==> config.mk <==
export PLATFORM = sky130hd
export DESIGN_NAME = hazard_stall_unit
export DESIGN_NICKNAME = d
export VERILOG_FILES = /design/src/rtl/hazard_stall_unit.sv
export SDC_FILE = /design/constraint.sdc
export NUM_CORES = 1
export LEC_CHECK = 0
export CORE_ASPECT_RATIO = 0.5
export CORE_MARGIN = 4
export CORE_UTILIZATION = 30
export CTS_CLUSTER_DIAMETER = 200
export DETAILED_ROUTE_END_ITERATION = 10
export PLACE_DENSITY_LB_ADDON = 0.05
export SETUP_SLACK_MARGIN = 0.4
export SYNTH_ARGS = -nofsm -noshare
export SYNTH_HDL_FRONTEND = slang
export SYNTH_SLANG_ARGS = --single-unit
==> constraint.sdc <==
create_clock -name clk -period 4.74 [get_ports clk]
set_input_delay 0.474 -clock clk [delete_from_list [all_inputs] [get_ports clk]]
set_output_delay 0.474 -clock clk [all_outputs]
set_load 0.05 [all_outputs]
==> src/rtl/hazard_stall_unit.sv <==
`default_nettype none
// ============================================================================
// Module      : hazard_stall_unit
// Description : ID-stage stall/flush controller. It handles load-use and
//               branch-in-ID hazards, flushes IF/ID on taken branches, runs the
//               HALT drain sequence and counts hazard stall cycles.
// Revision    : 1.0 - initial release
// ============================================================================
module hazard_stall_unit #(
    parameter int DRAIN_CYCLES = 3,
    parameter int CNT_W        = 16
) (
    input  logic             clk,
    input  logic             reset,
    input  logic [4:0]       if_id_rs,
    input  logic [4:0]       if_id_rt,
    input  logic             if_id_uses_rt,
    input  logic             id_is_branch,
    input  logic             id_is_halt,
    input  logic             branch_taken,
    input  logic [4:0]       id_ex_rd,
    input  logic             id_ex_reg_write,
    input  logic             id_ex_mem_read,
    input  logic [4:0]       ex_mem_rd,
    input  logic             ex_mem_mem_read,
    output logic             pc_write,
    output logic             if_id_write,
    output logic             id_ex_flush,
    output logic             if_id_flush,
    output logic             halted,
    output logic [CNT_W-1:0] stall_count
);

    localparam int c_DCNT_W = (DRAIN_CYCLES > 1) ? $clog2(DRAIN_CYCLES) : 1;
    localparam logic [c_DCNT_W-1:0] c_DCNT_INIT = c_DCNT_W'(DRAIN_CYCLES - 1);
    localparam logic [c_DCNT_W-1:0] c_DCNT_ONE  = c_DCNT_W'(1);
    localparam logic [CNT_W-1:0]    c_CNT_MAX   = '1;
    localparam logic [CNT_W-1:0]    c_CNT_ONE   = CNT_W'(1);

    localparam logic [1:0] c_ST_RUN    = 2'd0;
    localparam logic [1:0] c_ST_STALL  = 2'd1;
    localparam logic [1:0] c_ST_DRAIN  = 2'd2;
    localparam logic [1:0] c_ST_HALTED = 2'd3;

    logic [1:0]          r_state;
    logic [1:0]          r_rem;
    logic [c_DCNT_W-1:0] r_dcnt;
    logic [CNT_W-1:0]    r_stall_count;

    logic [1:0]          w_state_nxt;
    logic [1:0]          w_rem_nxt;
    logic [c_DCNT_W-1:0] w_dcnt_nxt;

    logic                w_ex_match;
    logic                w_mem_match;
    logic                w_lu;
    logic                w_ba;
    logic                w_bl;
    logic                w_bm;
    logic [1:0]          w_need;
    logic                w_hazard_stall;

    // $0 is hard-wired zero, so a producer targeting it is never a dependency.
    function automatic logic f_match(
        input logic [4:0] r,
        input logic [4:0] rs,
        input logic [4:0] rt,
        input logic       uses_rt
    );
        return (r != 5'd0) && ((r == rs) || (uses_rt && (r == rt)));
    endfunction

    assign w_ex_match  = f_match(id_ex_rd,  if_id_rs, if_id_rt, if_id_uses_rt);
    assign w_mem_match = f_match(ex_mem_rd, if_id_rs, if_id_rt, if_id_uses_rt);

    assign w_lu = id_ex_mem_read && w_ex_match;
    assign w_ba = id_is_branch && id_ex_reg_write && !id_ex_mem_read && w_ex_match;
    assign w_bl = id_is_branch && id_ex_mem_read && w_ex_match;
    assign w_bm = id_is_branch && ex_mem_mem_read && w_mem_match;

    assign w_need = w_bl ? 2'd2 : ((w_lu || w_ba || w_bm) ? 2'd1 : 2'd0);

    assign w_hazard_stall = ((r_state == c_ST_RUN) && (w_need != 2'd0))
                          || (r_state == c_ST_STALL);

    always_ff @(posedge clk) begin
        if (reset) begin
            r_state <= c_ST_RUN;
            r_rem   <= 2'd0;
            r_dcnt  <= '0;
        end else begin
            r_state <= w_state_nxt;
            r_rem   <= w_rem_nxt;
            r_dcnt  <= w_dcnt_nxt;
        end
    end

    always_comb begin
        w_state_nxt = r_state;
        w_rem_nxt   = r_rem;
        w_dcnt_nxt  = r_dcnt;
        case (r_state)
            c_ST_RUN: begin
                if (w_need == 2'd2) begin
                    w_rem_nxt   = 2'd1;
                    w_state_nxt = c_ST_STALL;
                end else if ((w_need == 2'd0) && id_is_halt) begin
                    w_dcnt_nxt  = c_DCNT_INIT;
                    w_state_nxt = c_ST_DRAIN;
                end
            end
            c_ST_STALL: begin
                w_rem_nxt = r_rem - 2'd1;
                if (r_rem <= 2'd1) begin
                    w_state_nxt = c_ST_RUN;
                end
            end
            c_ST_DRAIN: begin
                if (r_dcnt == '0) begin
                    w_state_nxt = c_ST_HALTED;
                end else begin
                    w_dcnt_nxt = r_dcnt - c_DCNT_ONE;
                end
            end
            default: begin
                w_state_nxt = c_ST_HALTED;
            end
        endcase
    end

    // Reset forces the pass-through pattern regardless of state.
    always_comb begin
        pc_write    = 1'b1;
        if_id_write = 1'b1;
        id_ex_flush = 1'b0;
        if_id_flush = 1'b0;
        halted      = 1'b0;
        if (!reset) begin
            case (r_state)
                c_ST_RUN: begin
                    if ((w_need != 2'd0) || id_is_halt) begin
                        pc_write    = 1'b0;
                        if_id_write = 1'b0;
                        id_ex_flush = 1'b1;
                    end else if (id_is_branch && branch_taken) begin
                        if_id_flush = 1'b1;
                    end
                end
                c_ST_STALL, c_ST_DRAIN: begin
                    pc_write    = 1'b0;
                    if_id_write = 1'b0;
                    id_ex_flush = 1'b1;
                end
                default: begin
                    pc_write    = 1'b0;
                    if_id_write = 1'b0;
                    id_ex_flush = 1'b1;
                    halted      = 1'b1;
                end
            endcase
        end
    end

    always_ff @(posedge clk) begin
        if (reset) begin
            r_stall_count <= '0;
        end else if (w_hazard_stall && (r_stall_count != c_CNT_MAX)) begin
            r_stall_count <= r_stall_count + c_CNT_ONE;
        end
    end

    assign stall_count = r_stall_count;

endmodule
`default_nettype wire

After elaboration in Yosys (flattened, before gate mapping)
Index checks and enable logic that the tools add are counted.

word-level totals
  register bits after elaboration = 22
  output and inout bits = 21
  logic and storage cells = 82

operators by class
  add/subtract/negate cells = 3
  order comparisons = 1
  equal/unequal tests = 15
  mux-type cells = 24
  reduce and logical (&&, ||, !) cells = 35

operators by type and width
  kind                                                                      count
  5-bit equality test                                                       4
  16-bit by 1-bit adder with 16-bit output (second input constant)          1
  1-bit logical AND                                                         16
  2-bit two-way mux                                                         8
  16-bit inequality test (second input constant)                            1
  1-bit two-way mux                                                         13
  5-bit nonzero test                                                        2
  2-bit one-hot mux with 2 select lines                                     2
  2-bit logical NOT                                                         3
  1-bit logical OR                                                          6
  2-bit by 1-bit inequality test with 1-bit output (second input constant)  3
  2-bit inequality test (second input constant)                             3
  2-bit one-hot mux with 3 select lines                                     1
  2-bit nonzero test                                                        3
  2-bit equality test (second input constant)                               2
  4-bit AND reduction                                                       1
  2-bit by 1-bit subtractor with 2-bit output (second input constant)       2
  3-bit by 1-bit inequality test with 1-bit output (second input constant)  1
  3-bit AND reduction                                                       1
  3-bit OR reduction                                                        1
  2-bit by 1-bit equality test with 1-bit output (second input constant)    1
  2-bit by 1-bit <= comparator with 1-bit output (second input constant)    1
  2-bit AND reduction                                                       1
  1-bit logical NOT                                                         1

Logic depth before layout (Yosys ltp)
  depth in word-level cells = 14
  gate-level depth with buffers = 9
  gate-level depth less buffers = 6

Worst setup path before layout
Ideal clock, no wire load.

  path kind = input to output
  start = input port id_ex_rd[4]
  end = output port pc_write
  arrival time = 3.126 ns
  data required time = 4.266 ns
  slack = 1.140 ns
  stages = 9
  buffers on the path = 3
  cells stage by stage = xnor2_1 > nand3_1 > o32ai_4 > a221oi_4 > buf_6 > buf_6 > a21oi_1 > inv_1 > buf_4

between the ends
  cells in the longest elaborated chain, start to end = 14

ends and longest elaborated chain
  what                                         RTL line  text
  start: declaration                           21        input logic [4:0] id_ex_rd,
  5-bit equality test                          70        return (r != 5'd0) && ((r == rs) || (uses_rt && (r == rt)));
  1-bit logical AND                            70
  1-bit logical OR                             70
  1-bit logical AND (*)                        70
  1-bit logical AND, on equally long branches  76, 77
  1-bit logical OR (2 in a row)                81        assign w_need = w_bl ? 2'd2 : ((w_lu || w_ba || w_bm) ? 2'd1 : 2'd0);
  1-bit two-way mux                            81
  2-bit two-way mux (*)                        81
  2-bit nonzero test (*)                       141       if ((w_need != 2'd0) || id_is_halt) begin
  1-bit logical OR (*)                         141
  1-bit two-way mux (*) (3 in a row)           -
  end: declaration                             26        output logic pc_write,

Mark *: on every way between the ends. The rest lies on a longest branch, timed or not.

Worst setup path after layout
  start = input port id_ex_rd[1]
  end = output port if_id_flush

between the ends
  cells in the longest elaborated chain, start to end = 14

ends and longest elaborated chain
  what                                         RTL line  text
  5-bit equality test                          70
  1-bit logical AND                            70
  1-bit logical OR                             70
  1-bit logical AND (*)                        70
  1-bit logical AND, on equally long branches  76, 77
  1-bit logical OR (2 in a row)                81
  1-bit two-way mux                            81
  2-bit two-way mux (*)                        81
  2-bit nonzero test (*)                       141
  1-bit logical OR (*)                         141
  1-bit two-way mux (*)                        141
  1-bit two-way mux (*)                        139       case (r_state)
  1-bit two-way mux (*)                        138       if (!reset) begin
  end: declaration                             29        output logic if_id_flush,

Marked as above.

==> flow_summary.rst <==
.. list-table::
   :header-rows: 1

   * - Metric
     - Value
   * - Antenna diodes
     - 0
   * - Max H-tree Level
     - 1
   * - Met1 wire length
     - 2141 um
   * - Global-route wire length before repair
     - 7493 um
   * - Leak
     - 0.7225 nW
   * - Dominant cells by area after synthesis
     - sky130_fd_sc_hd__dfxtp_1 (28%), sky130_fd_sc_hd__xnor2_1 (9.9%), sky130_fd_sc_hd__a21oi_1 (6.0%), sky130_fd_sc_hd__o21ai_0 (3.4%), sky130_fd_sc_hd__nand2_1 (3.3%)
   * - Via density
     - 5.055
   * - Fraction of layout cells with a size suffix above 1
     - 7.143%
   * - Clock tree from TritonCTS
     - built
   * - Maximum clock insertion buffer count
     - 2
   * - Hold-fix buffer count after cts
     - 0
   * - Headroom to the max-slew limit
     - 33.90%
   * - Final Hold Violating Endpoints
     - 0
   * - Number of distinct library cell variants in the gate-level netlist after synthesis
     - 48
   * - Remaining design rule violation count
     - 0
   * - Via count of the first global-routing pass
     - 1524
   * - Die area
     - 0.006624 sq mm
   * - Area overhead of the layout relative to synthesis
     - 37.30%
   * - RePlAce Congestion
     - 0.8200
   * - Required time worst endpoint
     - 4.27 ns
   * - Count of mapped cells out of synthesis
     - 193
   * - DR top layer
     - met4
   * - Classification of the worst setup path
     - in -> out
   * - Async set or reset register ratio after synthesis
     - 0%
   * - Classification of the worst-slack hold path
     - reg -> reg
   * - Clock slew at reported path FFs
     - 0.08 ns
   * - Area of the mapped netlist
     - 0.001597 sq mm
   * - Routed len/inst
     - 14.10 um
   * - Largest vdd supply drop
     - 0.1357 mV
   * - Estimated wirelength of the detail-placed design
     - 3187 um
   * - Top-level I/O count
     - 50
   * - Tcrit/Tclk final
     - 76.43%
   * - Worst path arrival time
     - 3.15 ns
   * - Vertical extent of the die
     - 59.59 um
   * - Non-Filler Cell Area, Final
     - 0.002192 sq mm
   * - 1st-iter DRT viols
     - 50
   * - Number of port buffers
     - 49
   * - Unrepaired setup endpoints after global routing
     - false
   * - Clock latency at the later pin of the worst-skew pair
     - 0.26 ns
   * - Most area-hungry cell type in the Yosys netlist
     - sky130_fd_sc_hd__dfxtp_1
   * - Met2 wire len
     - 1879 um
   * - PwrDens
     - 234.4 mW/mm^2
   * - Standard-cell row count
     - 18
   * - Top cell types by occurrence after synthesis
     - sky130_fd_sc_hd__dfxtp_1 (22), sky130_fd_sc_hd__a21oi_1 (19), sky130_fd_sc_hd__xnor2_1 (18), sky130_fd_sc_hd__nand2_1 (14), sky130_fd_sc_hd__nor2_1 (12)
   * - Clock skew after layout
     - 0.001562 ns
   * - Number of setup violations in the final report
     - 0
   * - Met3 WL post-DR
     - 290 um
   * - Number of nets at the end of the flow
     - 271
   * - Final max-slew violation count
     - 0
   * - Max_cap viols
     - 0
   * - Pin count of the biggest net entering global routing
     - 29
   * - Width of the die
     - 111.2 um
   * - Vias post-DR
     - 1557
   * - Worst Setup Slack post-DPL
     - 1.108 ns
   * - Post-route non-filler standard cell count
     - 308
   * - Synth Register Bits
     - 22
   * - Leading cell type by number of instances after synthesis
     - sky130_fd_sc_hd__dfxtp_1
   * - Post-place instance area
     - 0.002121 sq mm
   * - Kind of end point of the critical path
     - output pin
   * - Post-CTS setup buffers
     - 0
   * - Slew at the pin closest to its max-slew limit
     - 0.9884 ns
   * - Number of synthesized flops with an enable pin
     - 0
   * - Sequential cell area fraction in the yosys report
     - 27.59%
   * - Synth top area share
     - 27.59%
   * - CTS-repair resized insts
     - 0
   * - Antenna violations before repair
     - 0
   * - Master cell of the clock root buffer
     - sky130_fd_sc_hd__clkbuf_8
   * - First drt pass iteration count
     - 4
   * - Final total negative setup slack
     - 0 ns
   * - Effective utilization at floorplan
     - 31.79%
   * - Sum of overflow across all layers after global routing
     - 0
   * - Top achievable clock speed
     - 0.2760 GHz
   * - Global router's overall resource usage
     - 13.84%
   * - Yosys warns
     - 0
   * - Clock sink count
     - 22
   * - Worst Hold Margin
     - 0.4842 ns
   * - Critical path launch point type
     - input pin
   * - Outcome
     - complete, no violations
   * - Core Region
     - 0.005022 sq mm
   * - Clock buffers created by TritonCTS
     - 3
   * - Maximum fanout count along the critical path
     - 3
   * - Cell count after placement
     - 304
   * - Net count of the mapped netlist
     - 225
   * - Most instantiated flip-flop cell in the synthesis netlist
     - sky130_fd_sc_hd__dfxtp_1
   * - Post-route antenna net violation count
     - 0
   * - Total wirelength of the detailed-routed design
     - 4342 um
   * - Final WS setup
     - 1.117 ns
   * - Crit path time final
     - 3.623 ns
   * - Average cell area after synthesis
     - 8.272 sq um
flip-flops by register name (all words and copies together), names as in the netlist:
name         flops
r_rem            2
stall_count     16
r_dcnt           2
r_state          2
layer usage:
layer / vias up / global-route usage [%]
met5: - / 0
met4: 0 / 2.600
met3: 4 / 4.485
met2: 46 / 22.37
met1: 717 / 18.44
li1: 790 / -
final timing paths:
kind	startpoint	endpoint	slack [ns]	depth (start not counted)
worst min-delay path	r_dcnt[1]	r_dcnt[1]	0.48	2
worst max register to register	stall_count[6]	stall_count[14]	2.58	6
worst max-delay path	id_ex_rd[1]	if_id_flush	1.12	8
worst min register to register	r_dcnt[1]	r_dcnt[1]	0.48	2
power by group:
group	switching (mW)	internal (mW)	total, mW
combinational	0.0723	0.0621	0.134
sequential	0.0112	0.192	0.204
clock	0.0629	0.113	0.176
total	0.146	0.367	0.514
critical path: stages:
cell	delay [ns]
sky130_fd_sc_hd__clkdlybuf4s50_1	0.49
sky130_fd_sc_hd__or4_1	0.56
sky130_fd_sc_hd__nor2_1	0.13
sky130_fd_sc_hd__nor2_1	0.10
sky130_fd_sc_hd__a221oi_4	0.32
sky130_fd_sc_hd__nand2_1	0.09
sky130_fd_sc_hd__nor3_2	0.15
sky130_fd_sc_hd__clkdlybuf4s50_1	0.83
cell type report:
| type | instances | area [sq um] |
|---|---|---|
| inverters | 11 | 41.29 |
| multi-input cells | 151 | 1054 |
| flip-flops and latches | 22 | 440.4 |
| clock inverters | 1 | 30.03 |
| fillers | 501 | 2830 |
| repair buffers | 50 | 498.0 |
| clock buffers | 3 | 41.29 |
| well taps | 70 | 87.58 |
placed cells by master (no fill, tap or decap), drive strengths merged, types with 7 or more instances in the layout:
| cell type | n |
|---|---|
| clkdlybuf4s50 | 49 |
| dfxtp | 22 |
| a21oi | 19 |
| xnor2 | 18 |
| nand2 | 14 |
| nor2 | 12 |
| o21ai | 12 |
| inv | 11 |
| nand3 | 9 |
| or3 | 8 |
| nand4 | 7 |
per-stage QoR:
step	util [%]	total power, mW
2_1_floorplan	-	0.2963
3_3_place_gp	42.23	0.3420
3_5_place_dp	42.23	0.3426
4_1_cts	43.65	0.5215
5_1_grt	43.65	0.5471
6_report	43.65	0.5138
cell families (layout without fill, tap and decap cells):
logic type	Yosys count	after routing	synth area share [%]
compound gates	45	45	19.44
buf+inv	20	65	6.426
mux	4	4	3.448
xor+xnor	20	20	10.97
flops	22	22	27.59
simple gates	79	79	29.78
fa+ha+maj	3	3	2.351
(Power assumes the default switching activity.)
